**src/rtl/isa_io_cycle_ctrl.sv**
```systemverilog
// ISA I/O cycle controller for the Sm2201 board: decodes the I/O window, drives the
// transceiver pair and IOCHRDY, and strobes CAMAC-side registers. Option: SM2201_BUSY_TIMEOUT_EN.
module isa_io_cycle_ctrl #(
    parameter logic [9:0] BASE_ADDR    = 10'h300,
    parameter logic [9:0] ADDR_MASK    = 10'h3FC,
    parameter int         WAIT_CYCLES  = 4,
    parameter int         BUSY_TIMEOUT = 255
) (
    input  logic       clk,
    input  logic       rst_n,
    input  logic [9:0] isa_addr,
    input  logic       isa_aen,
    input  logic       isa_ior_n,
    input  logic       isa_iow_n,
    input  logic       camac_busy,
    output logic       iochrdy_oe,
    output logic       xcvr_cs_n,
    output logic       xcvr_dce,
    output logic [1:0] reg_sel,
    output logic       rd_stb,
    output logic       wr_stb,
    output logic       cycle_err
);
    generate
        if (WAIT_CYCLES < 1 || WAIT_CYCLES > 15 || BUSY_TIMEOUT < 1 || BUSY_TIMEOUT > 255) begin : g_bad_param
            $error("isa_io_cycle_ctrl: parameter out of range");
        end
    endgenerate

    typedef enum logic [2:0] {
        S_IDLE, S_SETUP, S_READ, S_WRITE, S_WAIT_BUSY, S_HOLD, S_RECOVER
    } state_t;

    localparam logic [3:0] CNT_LAST = 4'(WAIT_CYCLES - 1);

    state_t     state_q, state_d;
    logic       ior_s1_q, ior_s2_q, ior_p_q;
    logic       iow_s1_q, iow_s2_q, iow_p_q;
    logic       is_wr_q, is_wr_d;
    logic [1:0] reg_sel_q, reg_sel_d;
    logic [3:0] cnt_q, cnt_d;
    logic       ior_fall, iow_fall, hit, strb_hi, expired;

`ifdef SM2201_BUSY_TIMEOUT_EN
    localparam logic [7:0] TMO_LAST = 8'(BUSY_TIMEOUT - 1);
    logic [7:0] tmo_q, tmo_d;

    always_ff @(posedge clk or negedge rst_n) begin
        if (!rst_n) tmo_q <= '0;
        else        tmo_q <= tmo_d;
    end
`endif

    // Strobe sync flops reset high so reset release never looks like a falling edge.
    always_ff @(posedge clk or negedge rst_n) begin
        if (!rst_n) begin
            {ior_s1_q, ior_s2_q, ior_p_q} <= 3'b111;
            {iow_s1_q, iow_s2_q, iow_p_q} <= 3'b111;
            state_q   <= S_IDLE;
            is_wr_q   <= 1'b0;
            reg_sel_q <= 2'b00;
            cnt_q     <= '0;
        end else begin
            {ior_s1_q, ior_s2_q, ior_p_q} <= {isa_ior_n, ior_s1_q, ior_s2_q};
            {iow_s1_q, iow_s2_q, iow_p_q} <= {isa_iow_n, iow_s1_q, iow_s2_q};
            state_q   <= state_d;
            is_wr_q   <= is_wr_d;
            reg_sel_q <= reg_sel_d;
            cnt_q     <= cnt_d;
        end
    end

    assign ior_fall = ior_p_q & ~ior_s2_q;
    assign iow_fall = iow_p_q & ~iow_s2_q;
    assign hit      = !isa_aen && ((isa_addr & ADDR_MASK) == (BASE_ADDR & ADDR_MASK));
    assign strb_hi  = is_wr_q ? iow_s2_q : ior_s2_q;
    assign expired  = (cnt_q >= CNT_LAST);
    assign reg_sel  = reg_sel_q;

    always_comb begin
        state_d    = state_q;
        is_wr_d    = is_wr_q;
        reg_sel_d  = reg_sel_q;
        cnt_d      = cnt_q;
`ifdef SM2201_BUSY_TIMEOUT_EN
        tmo_d      = tmo_q;
`endif
        xcvr_cs_n  = 1'b1;
        xcvr_dce   = 1'b0;
        iochrdy_oe = 1'b0;
        rd_stb     = 1'b0;
        wr_stb     = 1'b0;
        cycle_err  = 1'b0;
        case (state_q)
            S_IDLE: begin
                if ((ior_fall || iow_fall) && hit) reg_sel_d = isa_addr[1:0];
                if (ior_fall && iow_fall) begin
                    cycle_err = 1'b1;
                end else if ((ior_fall || iow_fall) && hit) begin
                    state_d = S_SETUP;
                    is_wr_d = iow_fall;
                    cnt_d   = '0;
                end
            end
            // Direction is set here while the transceiver is still deselected.
            S_SETUP: begin
                xcvr_dce   = is_wr_q;
                iochrdy_oe = 1'b1;
                cnt_d      = cnt_q + 4'd1;
                if (strb_hi) begin
                    cycle_err = 1'b1;
                    state_d   = S_RECOVER;
                end else begin
                    state_d = is_wr_q ? S_WRITE : S_READ;
                end
            end
            S_READ: begin
                xcvr_cs_n  = 1'b0;
                iochrdy_oe = 1'b1;
                rd_stb     = (cnt_q == 4'd1);
                cnt_d      = cnt_q + 4'd1;
                if (strb_hi) begin
                    cycle_err = 1'b1;
                    state_d   = S_RECOVER;
                end else if (expired) begin
                    state_d = S_HOLD;
                end
            end
            S_WRITE: begin
                xcvr_cs_n  = 1'b0;
                xcvr_dce   = 1'b1;
                iochrdy_oe = 1'b1;
                cnt_d      = cnt_q + 4'd1;
                if (strb_hi) begin
                    cycle_err = 1'b1;
                    state_d   = S_RECOVER;
                end else if (expired) begin
                    if (!camac_busy) begin
                        wr_stb  = 1'b1;
                        state_d = S_HOLD;
                    end else begin
                        state_d = S_WAIT_BUSY;
`ifdef SM2201_BUSY_TIMEOUT_EN
                        tmo_d   = '0;
`endif
                    end
                end
            end
            S_WAIT_BUSY: begin
                xcvr_cs_n  = 1'b0;
                xcvr_dce   = 1'b1;
                iochrdy_oe = 1'b1;
                if (strb_hi) begin
                    cycle_err = 1'b1;
                    state_d   = S_RECOVER;
                end else if (!camac_busy) begin
                    wr_stb  = 1'b1;
                    state_d = S_HOLD;
                end
`ifdef SM2201_BUSY_TIMEOUT_EN
                else if (tmo_q == TMO_LAST) begin
                    cycle_err = 1'b1;
                    state_d   = S_HOLD;
                end else begin
                    tmo_d = tmo_q + 8'd1;
                end
`endif
            end
            S_HOLD: begin
                xcvr_cs_n = 1'b0;
                xcvr_dce  = is_wr_q;
                if (strb_hi) state_d = S_RECOVER;
            end
            // Direction drops back to read only once back in IDLE.
            S_RECOVER: begin
                xcvr_dce = is_wr_q;
                state_d  = S_IDLE;
            end
            default: state_d = S_IDLE;
        endcase
    end
endmodule

```
**config.mk**
```make
export PLATFORM = sky130hd
export DESIGN_NAME = isa_io_cycle_ctrl
export DESIGN_NICKNAME = d
export VERILOG_FILES = /design/src/rtl/isa_io_cycle_ctrl.sv
export SDC_FILE = /design/constraint.sdc
export NUM_CORES = 1
export LEC_CHECK = 0
export CAP_MARGIN = 30
export CORE_ASPECT_RATIO = 1.25
export CORE_MARGIN = 1
export CORE_UTILIZATION = 42
export DETAILED_ROUTE_END_ITERATION = 8
export PLACE_DENSITY = 0.73
export SLEW_MARGIN = 20
export SYNTH_ARGS = -nofsm -noshare
export SYNTH_HDL_FRONTEND = slang
export SYNTH_SLANG_ARGS = --single-unit
```
**constraint.sdc**
```tcl
create_clock -name clk -period 1.7 [get_ports clk]
set_input_delay 0.34 -clock clk [delete_from_list [all_inputs] [get_ports clk]]
set_output_delay 0.34 -clock clk [all_outputs]
set_load 0.005 [all_outputs]
```
# Word-level counts from Yosys, hierarchy flattened
# Cells that the tools add are included.
totals:
  reg_bits: 16
  in_bits: 16
  output_inout_bits: 8
  elab_cells: 76
classes:
  n_reduce_logical: 16
  order_cmp: 1
  eq_ne: 14
  n_addsub: 1
  bitwise: 5
  mux: 29
op_table:
  columns: ["cell", "count"]
  rows:
  - ["3-bit 2-to-1 mux", 10]
  - ["3-bit one-hot mux with 6 select lines", 1]
  - ["1-bit 2-to-1 mux", 12]
  - ["3-bit equality test, second input constant", 3]
  - ["3-bit != test, second input constant", 3]
  - ["8-bit equality test, second input constant", 1]
  - ["4-bit 2-to-1 mux", 2]
  - ["4-bit one-hot mux with 2 select lines", 1]
  - ["4-bit OR reduction", 2]
  - ["3-bit by 2-bit equality test with 1-bit output, second input constant", 2]
  - ["2-bit != test, second input constant", 3]
  - ["1-bit one-hot mux with 2 select lines", 3]
  - ["3-bit AND reduction", 2]
  - ["6-bit AND reduction", 1]
  - ["3-bit OR reduction", 2]
  - ["4-bit by 1-bit adder with 4-bit output, second input constant", 1]
  - ["4-bit by 1-bit equality test with 1-bit output, second input constant", 1]
  - ["4-bit by 2-bit >= comparator with 1-bit output, second input constant", 1]
  - ["3-bit by 1-bit equality test with 1-bit output, second input constant", 1]
  - ["1-bit logical AND", 3]
  - ["3-bit zero test", 1]
  - ["1-bit NOT", 3]
  - ["1-bit AND", 2]
  - ["2-bit AND reduction", 1]
  - ["4 further kinds", 4]

# Longest topological paths before layout
logic_depth:
  ltp_word: 7
  depth_mapped: 6
  depth_no_buf: 6

# Worst setup path before layout
# OpenSTA, ideal clock, no wires.
synth_path:
  path_type: "register to register"
  start: "register cnt_q[0]"
  end: "register state_q[0]"
  setup_ns: 0.125
  t_required_ns: 1.575
  n_path_buf: 0
  arrival_ns: 1.526
  stages_incl_launch_ff: 7
  period_less_slack_ns: 1.651
  slack_ns: 0.049
  path_cell_list: "dfrtp_1 ha_1 or3_1 nor2_1 nand2_1 nand2_1 mux2_4"
synth_between:
  elab_chain_len: 3
  word_cells_on_any_way: 4
  classes_between: "order compare (1); eq/ne (2); reduce/logical (1)"
synth_lines:
  columns: ["item", "line_no", "text"]
  rows:
  - ["from (decl)", "41", "logic [3:0] cnt_q, cnt_d;"]
  - ["from (signal assigned)", "69", "cnt_q <= cnt_d;"]
  - ["4-bit by 2-bit >= comparator with 1-bit output *", "77", "assign expired = (cnt_q >= CNT_LAST);"]
  - ["3-bit != test (no line)", null, null]
  - ["6-bit AND reduction (no line) *", null, null]
  - ["to (signal assigned)", "66", "state_q <= state_d;"]
  - ["to (decl)", "36", "state_t state_q, state_d;"]
# Every way passes the cells marked *; elsewhere a longest branch is shown, timed or not.
# A chain may end at the register's enable or synchronous reset.

# Worst setup path after layout
layout_path:
  start: "register cnt_q[1]"
  end: "output port wr_stb"
layout_between:
  elab_chain_len: 4
layout_lines:
  columns: ["item", "line_no", "text"]
  rows:
  - ["4-bit by 2-bit >= comparator with 1-bit output", "77", null]
  - ["1-bit 2-to-1 mux", "137", "end else if (expired) begin"]
  - ["1-bit 2-to-1 mux", "134", "if (strb_hi) begin"]
  - ["1-bit one-hot mux with 2 select lines", "94", "case (state_q)"]
  - ["to (decl)", "21", "output logic wr_stb,"]
# No other way between the ends.

==> summary.log <==
[status] result of the run finished, violations left
[final_layout] Diodes inserted 0
[cts] Clock Latency Late Sink 0.28 ns
[final_layout] Register Area 410 µm²
[cts] clock transition at the register clock pins on the worst setup and hold paths after CTS 0.09 ns
[timing] unrepaired setup endpoints after global routing true
[global_route] antenna violations before repair 0
[cts] clock sink count 16
[final_layout] area of the multi-input gates 584 µm²
[cts] cell chosen for the clock root sky130_fd_sc_hd__clkbuf_4
[timing] Least-Margin Pin Slew 0.289 ns
[yosys] post-synthesis average cell area 10.0 µm²
[pwr] internal power 1580 µW
[global_route] Tot GR Track Use 23.9%
[setup_path] worst-path fanout max 2
[yosys] Synthesized Nets 112
[routing] via count of the routed design 996
[cts] depth of the CTS H-tree 1
[routing] Iteration-0 DRC Markers 7
[pwr] part of the total power dissipated in sequential elements 23.2%
[setup_path] Worst Setup Path Type register to output pin
[timing] maximum frequency from static timing analysis 528 MHz
[yosys] library cell occupying the most area in the post-synthesis netlist sky130_fd_sc_hd__dfrtp_1
[yosys] share of async-settable or async-resettable flops after synthesis 100%
[yosys] post-synthesis instance area 921 µm²
[placement] worst setup timing slack at the placement stage -0.390 ns
[routing] count of unresolved DRC violations after routing 1
[floorplan] die height 54.4 µm
[placement] placed wire-length estimate after detailed placement 1.75 mm
[global_route] global route total overflow 0
[setup_path] kind of end point of the critical path output pin
[yosys] number of warning messages in the yosys log 0
[final_layout] final design instance area without fill 0.00166 mm²
[cts] clock tree from TritonCTS built
[setup_path] Slowest Stage Delay on Critical Path 0.41 ns
[pwr] leakage power of the design 0.000781 µW
[placement] Placed Instance Area 0.00137 mm²
[timing] number of failing setup endpoints in the final timing report 7
[yosys] synthesis-stage register bit count 16
[yosys] register area share after synthesis 44.3%
[timing] worst clock skew 0.00137 ns
[setup_path] cell-by-cell trace of the critical path ha_2, or3_4, a31oi_1, nor3_1, buf_2
[pwr] switching share of power 37.5%
[placement] number of buffers added on ports 23
[timing] share of the clock period used by the worst path after layout 111%
[yosys] top cell type's share of synthesized area 27.2%
[pwr] post-route total power 2520 µW
[floorplan] Die ar. 0.00238 mm²
[final_layout] most common library cell in the layout ignoring fill and taps sky130_fd_sc_hd__buf_4
[pwr] clock power share 10.0%
[floorplan] Std-Cell Rows 18
[yosys] count of unique library cells instantiated by Yosys 31
[pwr] maximum VDD drop 0.00117 V
[timing] setup TNS -0.810 ns
[placement] RePlAce Congestion 0.876
[min_path] worst hold path type primary input to asynchronous set/reset pin
[yosys] Post-synth top flop sky130_fd_sc_hd__dfrtp_1
[flow_run] Max Cap Viol 0
[final_layout] ratio of cells with drive above 1 in the final layout 56.2%
[pwr] switching power summed over all nets 945 µW
[routing] WL per Instance 15.9 µm
[floorplan] number of I/O pins 24
[routing] Avg Vias per Cell 5.47
[setup_path] Crit path arrival time 1.55 ns
[final_layout] Core Util, Final 81.7%
[cts] number of buffers created by CTS 3
[yosys] number of flops mapped to enable cells by yosys 0
[pwr] logic gate share of total power 66.8%
[global_route] first-pass GRT wire length 4.12 mm
[global_route] maximum number of pins on one net before global-route repair 17
[floorplan] core footprint 0.00203 mm²
[timing] clock period minus worst slack 1.89 ns
[cts] largest buffer count on any clock path 2
[final_layout] post-layout net count 183
[final_layout] commonest non-fill, non-tap cells in the layout 34 x sky130_fd_sc_hd__buf_4, 16 x sky130_fd_sc_hd__clkdlybuf4s50_1, 11 x sky130_fd_sc_hd__buf_6
[setup_path] required time at the worst-slack endpoint 1.36 ns
[yosys] dominant cells by area after synthesis sky130_fd_sc_hd__dfrtp_1 27%, sky130_fd_sc_hd__dfstp_2 17%, sky130_fd_sc_hd__ha_1 5.4%
[yosys] Syn Inst Count 92
[setup_path] kind of launch point of the worst setup path register
[final_layout] count of filler cells inserted in the layout 118
[timing] Fin. Hold Viols 0
[setup_path] Slowest cell on crit path sky130_fd_sc_hd__dfrtp_1
[global_route] via count of the first global-routing pass 984
[cts] # hold bufs at CTS 0
[floorplan] starting utilization of the core area 45.4%
[routing] routed wire length 2.89 mm
[routing] post-route antenna net violation count 0
[pwr] Cell Pwr Density 1520 mW/mm²
[floorplan] horizontal extent of the die 43.9 µm
[timing] min setup slack post-route -0.195 ns
[timing] Max Slew Vio Count 0
[timing] Relative slew margins 80.6%
[status] violated checks DRC, setup timing
[routing] number of iterations in the first detailed-routing pass 6
[final_layout] synthesis-to-finish area growth 79.8%
[routing by layer]
layer	part of all wire (%)	routed length [µm]	global-route usage (%)	up-vias
met5	0	0	0	-
met4	4.3	125	17.2	0
met3	3.0	86	3.96	14
met2	53	1540	44.5	31
met1	39	1130	24.0	483
li1	-	-	-	468
[worst max-delay path, delay by kind of cell, from the launching register on]
kind	cells	cell delay, ns
compound gates	1	0.13
buf+inv	1	0.12
fa+ha+maj	1	0.20
simple gates	2	0.40
flops	1	0.41
[stage by stage]
step	hold slack, ns	instances
final	0.359	182
after global routing	0.366	182
after CTS	0.355	177
after detailed placement	0.352	160
after global placement	0.348	160
after floorplan	0.0444	92
[sequential cells by signal, indices dropped and copies added (netlist names)]
register,flops
cnt_q,4
ior_p_q,1
ior_s1_q,1
ior_s2_q,1
iow_p_q,1
iow_s1_q,1
iow_s2_q,1
is_wr_q,1
reg_sel,2
state_q,3
[power groups by stage]
stage	Clock (µW)	Sequential (µW)	Combinational [µW]
floorplan	0	574	602
global placement	0	573	1220
detailed placement	0	578	1260
CTS	261	577	1520
global route	280	594	1800
finish	252	586	1680
[cell usage after synthesis, types with 2 or more instances]
cell	instances
sky130_fd_sc_hd__a21o_1	5
sky130_fd_sc_hd__nand2_1	8
sky130_fd_sc_hd__inv_1	5
sky130_fd_sc_hd__nor2_1	7
sky130_fd_sc_hd__ha_1	4
sky130_fd_sc_hd__nor3_1	9
sky130_fd_sc_hd__a21oi_1	4
sky130_fd_sc_hd__nand3_1	2
sky130_fd_sc_hd__mux2_2	2
sky130_fd_sc_hd__o21ai_0	7
sky130_fd_sc_hd__dfstp_2	6
sky130_fd_sc_hd__mux2_4	2
sky130_fd_sc_hd__o2bb2ai_1	2
sky130_fd_sc_hd__dfrtp_1	10
sky130_fd_sc_hd__and2b_2	3
[kinds of logic after synthesis]
group,after synthesis,share of synthesized area [%]
and+or+nand+nor,36,21.7
AOI/OAI and AO/OA,23,17.8
DFF,16,44.3
buffers and inverters,7,2.99
muxes,5,6.79
adders and majority gates,4,5.43
xor gates and xnor gates,1,0.951
[final cells by class]
class                           instances  share of cell area, %
Inverter                                5                   1.28
Sequential cell                        16                   24.8
Tap cell                               20                   1.51
Clock buffer                            4                   2.19
Timing Repair Buffer                   68                   34.9
Multi-Input combinational cell         69                   35.3
[repair_timing]
item	in CTS	in global routing
resized for setup	51	17
endpoints found under the setup margin	9	14
pin swaps	13	8
gates cloned	0	0
setup buffers	13	7
[final timing paths]
| kind | from | end | slack, ns | cells past startpoint |
|---|---|---|---|---|
| min in group clk | iow_s1_q$_DFF_PN1_ | iow_s2_q$_DFF_PN1_ | 0.36 | 0 |
| worst min register to register | iow_s1_q$_DFF_PN1_ | iow_s2_q$_DFF_PN1_ | 0.36 | 0 |
| max in group asynchronous | rst_n | ior_s1_q$_DFF_PN1_ | 1.09 | 2 |
| worst max-delay path | cnt_q[1]$_DFFE_PN0P_ | wr_stb | -0.19 | 5 |
| worst min-delay path | rst_n | cnt_q[3]$_DFFE_PN0P_ | 0.36 | 2 |
| worst max register to register | iow_s2_q$_DFF_PN1_ | state_q[0]$_DFFE_PN0P_ | -0.08 | 6 |
Power figures use the tool's default switching activity.
